### config.mk
export PLATFORM = sky130hd
export DESIGN_NAME = alu_arbiter
export DESIGN_NICKNAME = d
export VERILOG_FILES = /design/src/rtl/alu_arbiter.sv
export SDC_FILE = /design/constraint.sdc
export NUM_CORES = 1
export LEC_CHECK = 0
export BUFFER_PORTS_ARGS = -buffer_cell sky130_fd_sc_hd__buf_2
export CORE_MARGIN = 3
export CORE_UTILIZATION = 45
export DETAILED_ROUTE_END_ITERATION = 10
export GPL_TIMING_DRIVEN = 0
export PLACE_DENSITY = 0.83
export SYNTH_ARGS = -nofsm -noshare
export SYNTH_HDL_FRONTEND = slang
export SYNTH_SLANG_ARGS = --single-unit
export TNS_END_PERCENT = 20
### constraint.sdc
create_clock -name clk -period 2.2 [get_ports clk]
set_input_delay 0.55 -clock clk [delete_from_list [all_inputs] [get_ports clk]]
set_output_delay 0.55 -clock clk [all_outputs]
set_load 0.005 [all_outputs]
### src/rtl/alu_arbiter.sv
// Two-requester front end for a shared combinational ALU: IDLE -> ISSUE -> RESP per operation.
// Define ALU_ARB_ROUND_ROBIN_EN for round-robin arbitration; otherwise requester 0 has fixed priority.
module alu_arbiter #(
    parameter logic [4:0] IDLE_OP = 5'd0
) (
    input  logic       clk,
    input  logic       rst,

    input  logic       req0_valid,
    output logic       req0_ready,
    input  logic [7:0] req0_a,
    input  logic [7:0] req0_b,
    input  logic [4:0] req0_op,

    input  logic       req1_valid,
    output logic       req1_ready,
    input  logic [7:0] req1_a,
    input  logic [7:0] req1_b,
    input  logic [4:0] req1_op,

    output logic       resp0_valid,
    input  logic       resp0_ready,
    output logic [7:0] resp0_result,
    output logic       resp0_shift_ovf,
    output logic       resp0_arith_ovf,

    output logic       resp1_valid,
    input  logic       resp1_ready,
    output logic [7:0] resp1_result,
    output logic       resp1_shift_ovf,
    output logic       resp1_arith_ovf,

    output logic [7:0] alu_operand_a,
    output logic [7:0] alu_operand_b,
    output logic [4:0] alu_op,
    input  logic [7:0] alu_result,
    input  logic       alu_shift_overflow,
    input  logic       alu_arithmetic_overflow,

    output logic       busy
);

    typedef enum logic [1:0] {
        IDLE  = 2'd0,
        ISSUE = 2'd1,
        RESP  = 2'd2
    } state_t;

    state_t     state;
    logic       grant;
    logic       grant_idx;
    logic       accept;
    logic       resp_fire;
    logic       resp_valid;
    logic [7:0] cap_result;
    logic       cap_shift_ovf;
    logic       cap_arith_ovf;
`ifdef ALU_ARB_ROUND_ROBIN_EN
    logic       last_grant;
`endif

    // Grant is only meaningful while some request is valid; a lone requester always wins.
    always_comb begin
        grant = req1_valid & ~req0_valid;
        if (req0_valid && req1_valid) begin
`ifdef ALU_ARB_ROUND_ROBIN_EN
            grant = ~last_grant;
`else
            grant = 1'b0;
`endif
        end
    end

    assign accept     = (state == IDLE) && !rst && (req0_valid || req1_valid);
    assign req0_ready = accept && !grant;
    assign req1_ready = accept && grant;
    assign resp_fire  = (state == RESP) && (grant_idx ? resp1_ready : resp0_ready);

    assign resp0_valid     = resp_valid && !grant_idx;
    assign resp1_valid     = resp_valid && grant_idx;
    assign resp0_result    = cap_result;
    assign resp1_result    = cap_result;
    assign resp0_shift_ovf = cap_shift_ovf;
    assign resp1_shift_ovf = cap_shift_ovf;
    assign resp0_arith_ovf = cap_arith_ovf;
    assign resp1_arith_ovf = cap_arith_ovf;

    // ALU drive registers double as the latched payload: loaded on accept, cleared leaving ISSUE.
    always_ff @(posedge clk) begin
        if (rst) begin
            state         <= IDLE;
            busy          <= 1'b0;
            grant_idx     <= 1'b0;
            resp_valid    <= 1'b0;
            cap_result    <= 8'd0;
            cap_shift_ovf <= 1'b0;
            cap_arith_ovf <= 1'b0;
            alu_operand_a <= 8'd0;
            alu_operand_b <= 8'd0;
            alu_op        <= IDLE_OP;
`ifdef ALU_ARB_ROUND_ROBIN_EN
            last_grant    <= 1'b1;
`endif
        end else begin
            case (state)
                IDLE: begin
                    if (accept) begin
                        state         <= ISSUE;
                        busy          <= 1'b1;
                        grant_idx     <= grant;
                        alu_operand_a <= grant ? req1_a  : req0_a;
                        alu_operand_b <= grant ? req1_b  : req0_b;
                        alu_op        <= grant ? req1_op : req0_op;
`ifdef ALU_ARB_ROUND_ROBIN_EN
                        last_grant    <= grant;
`endif
                    end
                end
                ISSUE: begin
                    state         <= RESP;
                    resp_valid    <= 1'b1;
                    cap_result    <= alu_result;
                    cap_shift_ovf <= alu_shift_overflow;
                    cap_arith_ovf <= alu_arithmetic_overflow;
                    alu_operand_a <= 8'd0;
                    alu_operand_b <= 8'd0;
                    alu_op        <= IDLE_OP;
                end
                RESP: begin
                    if (resp_fire) begin
                        state      <= IDLE;
                        busy       <= 1'b0;
                        resp_valid <= 1'b0;
                    end
                end
                default: begin
                    state      <= IDLE;
                    busy       <= 1'b0;
                    resp_valid <= 1'b0;
                end
            endcase
        end
    end

endmodule
# Word-level counts from Yosys, hierarchy flattened
# Index checks and enable logic that the tools add are counted.
dict set report totals {
  inputBits 58
  reg_bits 36
}
dict set report op_classes {
  reduce_logical 19
  n_mux 18
  eq_ne 4
  bitwise_logic 4
}
# op n
set op_table {}
lappend op_table {{8-bit two-way mux} 4}
lappend op_table {{8-bit one-hot mux with 2 select lines} 2}
lappend op_table {{5-bit two-way mux} 2}
lappend op_table {{5-bit one-hot mux with 2 select lines} 1}
lappend op_table {{1-bit logical AND} 8}
lappend op_table {{2-bit AND reduction} 4}
lappend op_table {{1-bit one-hot mux with 3 select lines} 2}
lappend op_table {{2-bit one-hot mux with 3 select lines} 1}
lappend op_table {{1-bit two-way mux} 4}
lappend op_table {{2-bit two-way mux} 2}
lappend op_table {{2-bit != test, second input constant} 2}
lappend op_table {{1-bit zero test} 3}
lappend op_table {{1-bit NOT} 3}
lappend op_table {{3-bit AND reduction} 1}
lappend op_table {{2-bit by 1-bit equality test with 1-bit output, second input constant} 1}
lappend op_table {{2-bit equality test, second input constant} 1}
lappend op_table {{2-bit zero test} 1}
lappend op_table {{2-bit nonzero test} 1}
lappend op_table {{1-bit bitwise AND} 1}
lappend op_table {{1-bit logical OR} 1}

# Longest topological paths before layout
# Gate-level depths: netlist of run 1.
dict set report depth {
  word_depth 6
  depth_mapped 5
  depth_no_buf 3
}

# Worst setup path before layout of run 1
# No wires, ideal clock.
dict set report synth_path {
  kind {input port to output port}
  startpoint {input port rst}
  endpoint {output port req1_ready}
  setup_slack_ps 464
  arrival_ps 1186
  path_buffers 1
  cell_stages 3
  path_cell_list {buf_4 > nor3_2 > and2_1}
}
dict set report synth_via {
  elab_chain_len 4
}
# element line
set synth_rtl {}
lappend synth_rtl {{from (decl)} 7} ;# input logic rst,
lappend synth_rtl {{1-bit zero test} 74} ;# assign accept = (state == IDLE) && !rst && (req0_valid || req1_valid);
lappend synth_rtl {{1-bit logical AND (2 in series)} 74}
lappend synth_rtl {{1-bit logical AND} 76} ;# assign req1_ready = accept && grant;
lappend synth_rtl {{to (decl)} 16} ;# output logic req1_ready,
# Every way passes these cells.

# Worst setup path after layout of run 1
dict set report layout_path {
  startpoint {register state[1]}
  endpoint {output port req1_ready}
}
dict set report layout_via {
  elab_chain_len 4
}
# element line
set layout_rtl {}
lappend layout_rtl {{from (decl)} 49} ;# state_t state;
lappend layout_rtl {{from (signal assigned)} 91} ;# state <= IDLE;
lappend layout_rtl {{from (signal assigned)} 108} ;# state <= ISSUE;
lappend layout_rtl {{from (signal assigned)} 120} ;# state <= RESP;
lappend layout_rtl {{2-bit zero test} 74}
lappend layout_rtl {{1-bit logical AND (2 in series)} 74}
lappend layout_rtl {{1-bit logical AND} 76}
# Every way passes these cells.

==> impl_metrics.py, run 1 <==
metrics = {
    "critical_path": {
        "critPathLaunchType": "flip-flop",
        "required_ns": 1.65,
        "critical-path-max-stage-delay_ns": 0.35,
        "critPathKind": "reg2out",
        "timing.critical_path.cells": "buf_6 > nor3_4 > and2_1 > buf_2",
        "crit_buf_inv": 2,
        "cp-end-kind": "output pin",
        "crit_slowest_cell": "dfxtp_1",
        "cp_top_family": "simple AND/OR/NAND/NOR gates",
        "path_max_fanout": 10,
        "cp.arrival_ns": 1.46,
    },
    "finish": {
        "layout-drive-gt1-share_pct": 49.2,
        "diodes": 0,
        "final_cell_mix": "buf_2, dfxtp_1, nand2_1",
        "fin_util_pct": 66.3,
        "fin_cells": 341,
        "final_common_cell": "buf_2",
        "fin_nets": 353,
        "areaGrowthSynthToFinish_pct": 37.7,
    },
    "global_routing": {
        "grt_pass1_vias": 1651,
        "overflow": 0,
        "antenna_found_initial": 0,
        "grt_use_total_pct": 21.0,
        "grt_max_degree": 11,
        "grt_pass1_wl_mm": 7.11,
    },
    "pwr": {
        "irDropWorstVdd_uv": 405,
        "p_leak_nw": 1.15,
        "power_density_nw_per_um2": 629,
    },
    "clock_network": {
        "post_cts_resized": 0,
        "numCtsBuffers": 5,
        "cts_setup_buffers": 0,
        "cts-root-buf": "clkbuf_4",
        "insertion_delay_ns": 0.34,
        "cts_hold_buf": 0,
        "htree_levels": 2,
        "path_clk_slew_ns": 0.10,
        "cts_sinks": 36,
        "cts_tree": "yes",
        "clock_path_buffers": 2,
    },
    "timing": {
        "maxSlewViolCount": 0,
        "report.final.hold_viol_count": 0,
        "fin_skew_ns": 0.0106,
        "max_slew.worst_pin.slew_ns": 0.444,
        "fmax_mhz": 498,
        "setup_tns_ns": 0,
        "post-route-min-period_ns": 2.01,
        "relSlewSlack_pct": 70.4,
        "rsz0062_at_grt": "false",
        "finalSetupViolCount": 0,
        "post-route-period-util_pct": 91.2,
    },
    "die": {
        "ios": 104,
        "die_w_microns": 66.5,
        "chipHeight_microns": 66.5,
        "core.rowCount": 21,
        "core_area_sq_um": 3420,
        "start_util_pct": 48.2,
        "die_area_sq_um": 4420,
    },
    "synthesis": {
        "synth_top_area_share_pct": 43.8,
        "syn-num-nets": 244,
        "yosysWarningCount": 0,
        "synth.distinct_cells": 30,
        "synth_area_leaders": "dfxtp_1, nand2_1, o221a_2, buf_4, nor3b_1",
        "yosysTopAreaCell": "dfxtp_1",
        "ys_seq_elements": 36,
        "synth_cells": 186,
        "yosysSeqAreaShare_pct": 43.8,
        "synth_area_sq_um": 1650,
        "syn_area_per_cell_sq_um": 8.85,
    },
    "detailed_routing": {
        "wl_per_cell_microns": 13.0,
        "wl_mm": 4.43,
        "dr.pass1.iters": 4,
        "vias": 1727,
        "drtIter0Drc": 54,
        "drcViolationCount": 0,
        "antenna_left": 0,
        "vias_per_cell": 5.06,
    },
    "place": {
        "gp_congestion": 0.787,
        "hpwlAfterDp_mm": 3.40,
        "dp_cells": 334,
        "io_buffers": 102,
    },
    "outcome": {
        "status": "completed",
    },
    "worst_hold_path": {
        "hp-class": "in2reg",
    },
    "flow_run": {
        "cap_viol_max_count": 0,
    },
}
-- final cells by class --
type	instances	area, sq um
clock buffer	6	41.3
clock inverter	1	5.00
fill	322	1150
tap	46	57.6
buffer	25	159
inverter	1	3.75
multi-input combinational	124	768
sequential	36	721
timing repair buffer	102	510
-- per-stage QoR --
| stage | total power, mW | area, sq um | setup slack [ns] | hold WS [ns] |
|---|---|---|---|---|
| after floorplan | 0.956 | 1650 | 0.464 | 0.446 |
| after global placement | 1.11 | 2210 | 0.0814 | 0.448 |
| after detailed placement | 1.11 | 2210 | 0.0689 | 0.448 |
| after CTS | 1.43 | 2260 | 0.0215 | 0.428 |
| after global routing | 1.51 | 2270 | 0.0669 | 0.422 |
| final | 1.43 | 2270 | 0.193 | 0.435 |
-- synth_stat cells --
master      n
o21ba_1     1
inv_2       1
buf_4      13
or3_1       1
dfxtp_1    36
buf_2       7
a22o_1      8
nand2_1    35
a211oi_1    1
nor2_1      5
nor3_1     12
a22oi_1     2
o221a_1     2
and2_1      3
mux2i_1     1
clkbuf_1    4
a21oi_1    13
nor3_2      1
nor3b_1    12
nor2b_2     1
o31ai_2     1
nand2b_1    1
buf_6       1
nand3b_1    1
o2bb2ai_1   2
o21ai_0     7
nor2_2      2
nor2b_1     1
and2b_1     1
o221a_2    10
-- path summary, 6_finish.rpt --
| kind | startpoint | endpoint | slack, ns | depth (start not counted) |
|---|---|---|---|---|
| worst max-delay path | state[1]$_SDFFE_PP0P_ | req1_ready | 0.19 | 4 |
| worst min-delay path | alu_result[3] | resp0_result[3]$_SDFFE_PP0P_ | 0.44 | 3 |
| worst min register to register | resp0_arith_ovf$_SDFFE_PP0P_ | resp0_arith_ovf$_SDFFE_PP0P_ | 0.47 | 2 |
| worst max register to register | state[1]$_SDFFE_PP0P_ | alu_operand_a[6]$_SDFFE_PP0P_ | 0.82 | 5 |
-- routing by layer --
metal  part of all wire (%)  vias to the layer above  track usage (%)
met2                     51                       53             35.2
met1                     40                      800             25.3
met3                    7.7                        5             5.73
met4                    1.1                        0             8.38
li1                       -                      869                -
met5                      0                        -                0
-- worst min-delay path, cell delays in order --
cell	delay, ns
buf_2	0.09
nand2_1	0.04
a21oi_1	0.05
-- power by group --
part / total, mW / internal [mW] / switching, mW
logic: 0.352 / 0.186 / 0.166
clock network: 0.325 / 0.118 / 0.207
registers: 0.749 / 0.711 / 0.0377
-- kinds of logic (layout without fill, tap and decap cells) --
kind of cell / Yosys count / in the layout / share of synthesized area (%)
compound gates: 47 / 47 / 22.4
buf+inv: 26 / 135 / 9.88
flops: 36 / 36 / 43.8
mux: 1 / 1 / 0.608
simple gates: 76 / 76 / 23.3
-- sequential cells by signal, summed over array words and instances (netlist names) --
| signal | count |
|---|---|
| alu_operand_b | 8 |
| grant_idx | 1 |
| resp0_arith_ovf | 1 |
| busy | 1 |
| resp_valid | 1 |
| state | 2 |
| resp0_result | 8 |
| alu_op | 5 |
| resp0_shift_ovf | 1 |
| alu_operand_a | 8 |
Power figures use the tool's default switching activity.
==> run 2: changes to the inputs <==
--- a/config.mk
+++ b/config.mk
@@ -5,12 +5,14 @@
 export SDC_FILE = /design/constraint.sdc
 export NUM_CORES = 1
 export LEC_CHECK = 0
+export ABC_CLOCK_PERIOD_IN_PS = 2200
 export BUFFER_PORTS_ARGS = -buffer_cell sky130_fd_sc_hd__buf_2
 export CORE_MARGIN = 3
 export CORE_UTILIZATION = 45
 export DETAILED_ROUTE_END_ITERATION = 10
 export GPL_TIMING_DRIVEN = 0
-export PLACE_DENSITY = 0.83
+export PLACE_DENSITY = 0.84
+export RECOVER_POWER = 25
 export SYNTH_ARGS = -nofsm -noshare
 export SYNTH_HDL_FRONTEND = slang
 export SYNTH_SLANG_ARGS = --single-unit
==> impl_metrics.py, run 2 (synthesis gave the netlist of run 1 again) <==
metrics = {
    "finish": {
        "final_cell_mix": "buf_2, dfxtp_1, nand2_1",
        "regArea_sq_um": 721,
        "final_common_cell": "buf_2",
        "diodes": 0,
        "nFillCells": 313,
        "fin_nets": 353,
        "multi_input_area_sq_um": 763,
        "finalInstanceArea_sq_um": 2260,
        "areaGrowthSynthToFinish_pct": 37.6,
        "layout-drive-gt1-share_pct": 45.6,
    },
    "timing": {
        "fmax_mhz": 500,
        "holdWs_ns": 0.448,
        "finalSetupViolCount": 0,
        "setup_tns_ns": 0,
        "report.final.hold_viol_count": 0,
        "post-route-period-util_pct": 90.8,
        "rsz0062_at_grt": "false",
        "fin_skew_ns": 0.00203,
        "relSlewSlack_pct": 70.2,
        "max_slew.worst_pin.slew_ns": 0.447,
        "post-route-min-period_ns": 2.00,
        "maxSlewViolCount": 0,
    },
    "critical_path": {
        "ff2ff_setup_slack_ns": 0.77,
        "required_ns": 1.65,
        "cp.arrival_ns": 1.45,
        "path_max_fanout": 10,
        "critPathKind": "reg2out",
        "critPathLaunchType": "flip-flop",
        "critical_path.startpoint": "state[1]$_SDFFE_PP0P_",
        "cp-end-kind": "output pin",
        "r2r_start": "state[0]$_SDFFE_PP0P_",
    },
    "clock_network": {
        "htree_levels": 2,
        "cts-root-buf": "clkbuf_4",
        "cts_tree": "yes",
        "cts_setup_buffers": 0,
        "numCtsBuffers": 5,
        "path_clk_slew_ns": 0.10,
        "insertion_delay_ns": 0.32,
        "cts_hold_buf": 0,
        "clock_path_buffers": 2,
        "cts_sinks": 36,
        "post_cts_resized": 0,
    },
    "die": {
        "die_area_sq_um": 4420,
        "die_w_microns": 66.5,
        "start_util_pct": 48.2,
        "ios": 104,
        "chipHeight_microns": 66.5,
        "core_area_sq_um": 3420,
        "core.rowCount": 21,
    },
    "global_routing": {
        "grt_use_total_pct": 20.5,
        "grt_pass1_vias": 1612,
        "overflow": 0,
        "antenna_found_initial": 0,
        "grt_pass1_wl_mm": 7.01,
        "grt_max_degree": 11,
    },
    "detailed_routing": {
        "vias": 1713,
        "vias_per_cell": 5.01,
        "antenna_left": 0,
        "wl_per_cell_microns": 12.8,
        "dr.pass1.iters": 4,
        "drtIter0Drc": 51,
        "drcViolationCount": 0,
        "wl_mm": 4.39,
    },
    "pwr": {
        "irDropWorstVdd_uv": 400,
        "p_leak_nw": 1.12,
        "power_density_nw_per_um2": 644,
    },
    "place": {
        "place_area_sq_um": 2210,
        "io_buffers": 102,
        "hpwlAfterDp_mm": 3.41,
        "gp_congestion": 0.753,
    },
    "outcome": {
        "status": "completed",
    },
    "worst_hold_path": {
        "hp-class": "in2reg",
        "hold_start": "alu_result[6]",
    },
    "flow_run": {
        "cap_viol_max_count": 0,
    },
}
[run 2: changes by cell type in the layout (fill, tap and decap cells not counted)]
| cell | change |
|---|---|
| clkbuf_1 | +9 |
| buf_2 | -8 |
| clkbuf_8 | +1 |
| clkinv_2 | -1 |
| nor2_1 | +1 |
| nor2_2 | -1 |
| nor2b_1 | +1 |
| nor2b_2 | -1 |
[run 2: report_power, final]
part | switching [mW] | internal (mW)
combinational | 0.164 | 0.181
sequential | 0.0370 | 0.711
clock | 0.207 | 0.158
total | 0.408 | 1.05
[run 2: final cells by class]
| class | instances | share of cell area [%] |
|---|---|---|
| clock buffer | 8 | 2.60 |
| buffer | 25 | 6.97 |
| tap | 46 | 2.54 |
| sequential | 36 | 31.8 |
| timing repair buffer | 102 | 22.2 |
| inverter | 1 | 0.166 |
| multi-input combinational | 124 | 33.7 |
[run 2: metal layers]
layer | vias up | track usage [%] | share of wire [%]
met5 | - | 0 | 0
met4 | 0 | 7.36 | 1.6
met3 | 8 | 5.06 | 6.6
met2 | 65 | 34.4 | 49
met1 | 766 | 25.4 | 43
li1 | 874 | - | -
[run 2: through the flow]
step	util [%]	total power, mW	instances	worst slack [ns]
3_5_place_dp	64.8	1.11	334	0.0723
4_1_cts	66.5	1.47	342	0.0378
6_report	66.3	1.46	342	0.202
3_3_place_gp	64.8	1.11	334	0.0651
5_1_grt	66.3	1.53	342	0.0926
2_1_floorplan	-	0.956	186	0.464
[run 2: path summary, 6_finish.rpt]
| kind | endpoint | cells past startpoint |
|---|---|---|
| setup / recovery | req1_ready | 4 |
| hold / removal | resp0_result[6]$_SDFFE_PP0P_ | 3 |
| setup reg to reg | alu_op[1]$_SDFFE_PP0P_ | 4 |
| hold reg to reg | resp0_result[6]$_SDFFE_PP0P_ | 2 |
[run 2: worst max-delay path, stage by stage (launching register included)]
cell     delay [ns]
dfxtp_1        0.35
buf_6          0.15
nor3_4         0.34
and2_1         0.18
buf_2          0.11
==> run 3: changes to the inputs <==
--- a/config.mk
+++ b/config.mk
@@ -9,10 +9,12 @@
 export BUFFER_PORTS_ARGS = -buffer_cell sky130_fd_sc_hd__buf_2
 export CORE_MARGIN = 3
 export CORE_UTILIZATION = 45
+export CTS_BUF_LIST = sky130_fd_sc_hd__clkbuf_8
 export DETAILED_ROUTE_END_ITERATION = 10
 export GPL_TIMING_DRIVEN = 0
 export PLACE_DENSITY = 0.84
 export RECOVER_POWER = 25
+export REMOVE_ABC_BUFFERS = 1
 export SYNTH_ARGS = -nofsm -noshare
 export SYNTH_HDL_FRONTEND = slang
 export SYNTH_SLANG_ARGS = --single-unit
==> impl_metrics.py, run 3 (synthesis gave the netlist of run 1 again) <==
metrics = {
    "outcome": {
        "status": "completed",
    },
    "pwr": {
        "power_density_nw_per_um2": 711,
        "netSwitchingFraction_pct": 27.2,
        "irDropWorstVdd_uv": 416,
        "fin_total_pwr_mw": 1.53,
        "pwr-share-comb_pct": 19.7,
        "p_leak_nw": 1.04,
        "p_sw_mw": 0.415,
        "pwr-share-clk_pct": 30.6,
        "pwr-share-seq_pct": 49.7,
        "p_int_mw": 1.11,
    },
    "clock_network": {
        "insertion_delay_ns": 0.28,
        "cts_tree": "yes",
        "path_clk_slew_ns": 0.06,
        "numCtsBuffers": 5,
        "clock_path_buffers": 2,
        "cts-root-buf": "clkbuf_8",
        "cts_sinks": 36,
        "htree_levels": 2,
    },
    "timing": {
        "fin_skew_ns": 0.00415,
        "relSlewSlack_pct": 38.9,
        "report.final.hold_viol_count": 0,
        "post-route-period-util_pct": 92.7,
        "fmax_mhz": 490,
        "max_slew.worst_pin.slew_ns": 0.912,
        "setup_tns_ns": 0,
        "rsz0062_at_grt": "false",
        "maxSlewViolCount": 0,
        "post-route-min-period_ns": 2.04,
        "finalSetupViolCount": 0,
    },
    "detailed_routing": {
        "wl_mm": 4.21,
        "dr.pass1.iters": 4,
        "antenna_left": 0,
        "routed-wl-met2_mm": 2.00,
        "vias": 1648,
        "vias_per_cell": 5.18,
        "wl_per_cell_microns": 13.2,
        "route.met3.wl_microns": 351,
        "highest_layer": "met4",
        "drcViolationCount": 0,
        "wl_met1_mm": 1.79,
        "drtIter0Drc": 111,
    },
    "worst_hold_path": {
        "hold_depth": 1,
        "hp-class": "reg2reg",
    },
    "global_routing": {
        "grt_pass1_vias": 1445,
        "overflow": 0,
        "antenna_found_initial": 0,
        "grt_max_degree": 33,
        "grt_use_total_pct": 19.2,
        "grt_pass1_wl_mm": 6.44,
    },
    "die": {
        "die_area_sq_um": 4420,
        "core.rowCount": 21,
        "core_area_sq_um": 3420,
        "die_w_microns": 66.5,
        "start_util_pct": 48.2,
        "chipHeight_microns": 66.5,
        "ios": 104,
    },
    "place": {
        "io_buffers": 103,
        "hpwlAfterDp_mm": 3.07,
        "gp_congestion": 0.774,
    },
    "finish": {
        "diodes": 0,
        "nFillCells": 329,
        "areaGrowthSynthToFinish_pct": 30.5,
        "fin_nets": 329,
        "final_cell_mix": "buf_2, nand2_1, dfxtp_1",
        "layout-drive-gt1-share_pct": 43.4,
        "final_common_cell": "buf_2",
    },
    "critical_path": {
        "r2r_cells": 3,
        "critical-path-max-stage-delay_ns": 0.36,
        "required_ns": 1.65,
        "crit_buf_inv": 2,
        "critPathLaunchType": "input pin",
        "path_max_fanout": 30,
        "cp_top_family": "simple AND/OR/NAND/NOR gates",
        "cp-end-kind": "output pin",
        "path_common_cell": "buf_2",
        "crit_slowest_cell": "nor3_4",
        "cp.arrival_ns": 1.49,
        "timing.critical_path.cells": "buf_2 > nor3_4 > and2_1 > buf_2",
        "critPathKind": "in2out",
        "worst-path-stages": 4,
    },
    "flow_run": {
        "cap_viol_max_count": 0,
    },
}
## run 3: cell count changes in the layout (fill, tap and decap cells not counted), moves of 2 or more
cell / before / now
buf_2: 101 / 95
buf_4: 13 / 0
clkbuf_1: 14 / 8
clkbuf_4: 5 / 0
clkbuf_8: 1 / 6
inv_1: 0 / 2
## run 3: through the flow
stage	instance area (sq um)	hold slack [ns]	utilization [%]	worst slack (ns)	cells
after floorplan	1490	0.446	-	0.571	161
after global placement	2060	0.444	60.3	0.0233	310
after detailed placement	2060	0.447	60.3	0.0195	310
after CTS	2160	0.463	63.1	0.0555	318
after global routing	2150	0.493	62.9	0.0710	318
final	2150	0.458	62.9	0.161	318
## run 3: power by group through the flow
stage               clock network (mW)  registers, mW  logic, mW
CTS                              0.473          0.757      0.309
finish                           0.467          0.758      0.301
global placement                     0          0.767      0.301
detailed placement                   0          0.769      0.307
floorplan                            0          0.771      0.140
global route                     0.501          0.767      0.338
## run 3: worst paths after layout
kind                     startpoint                             to  slack, ns
min          alu_op[4]$_SDFFE_PP0P_         alu_op[4]$_SDFFE_PP0P_       0.46
max                             rst                     req1_ready       0.16
max reg2reg   state[1]$_SDFFE_PP0P_  alu_operand_b[7]$_SDFFE_PP0P_       0.41
min reg2reg  alu_op[4]$_SDFFE_PP0P_         alu_op[4]$_SDFFE_PP0P_       0.46
## run 3: area by class of cell
cell class / count / area [sq um] / share of cell area [%]
Multi-Input combinational cell: 124 / 768 / 35.8
Sequential cell: 36 / 722 / 33.6
Timing Repair Buffer: 103 / 505 / 23.5
Clock buffer: 6 / 82.6 / 3.85
Tap cell: 46 / 57.6 / 2.68
Clock inverter: 2 / 7.51 / 0.350
Inverter: 1 / 3.75 / 0.175
## run 3: layer usage
layer	global-route usage [%]	vias up
li1	-	821
met1	22.8	749
met2	32.3	73
met3	4.72	5
met4	8.63	0
met5	0	-
## run 3: timing repair
action	4_1_cts	5_1_grt
endpoints found under the setup margin	2	14
setup buffers	0	0
hold buffers	0	0
gates resized for setup	1	1
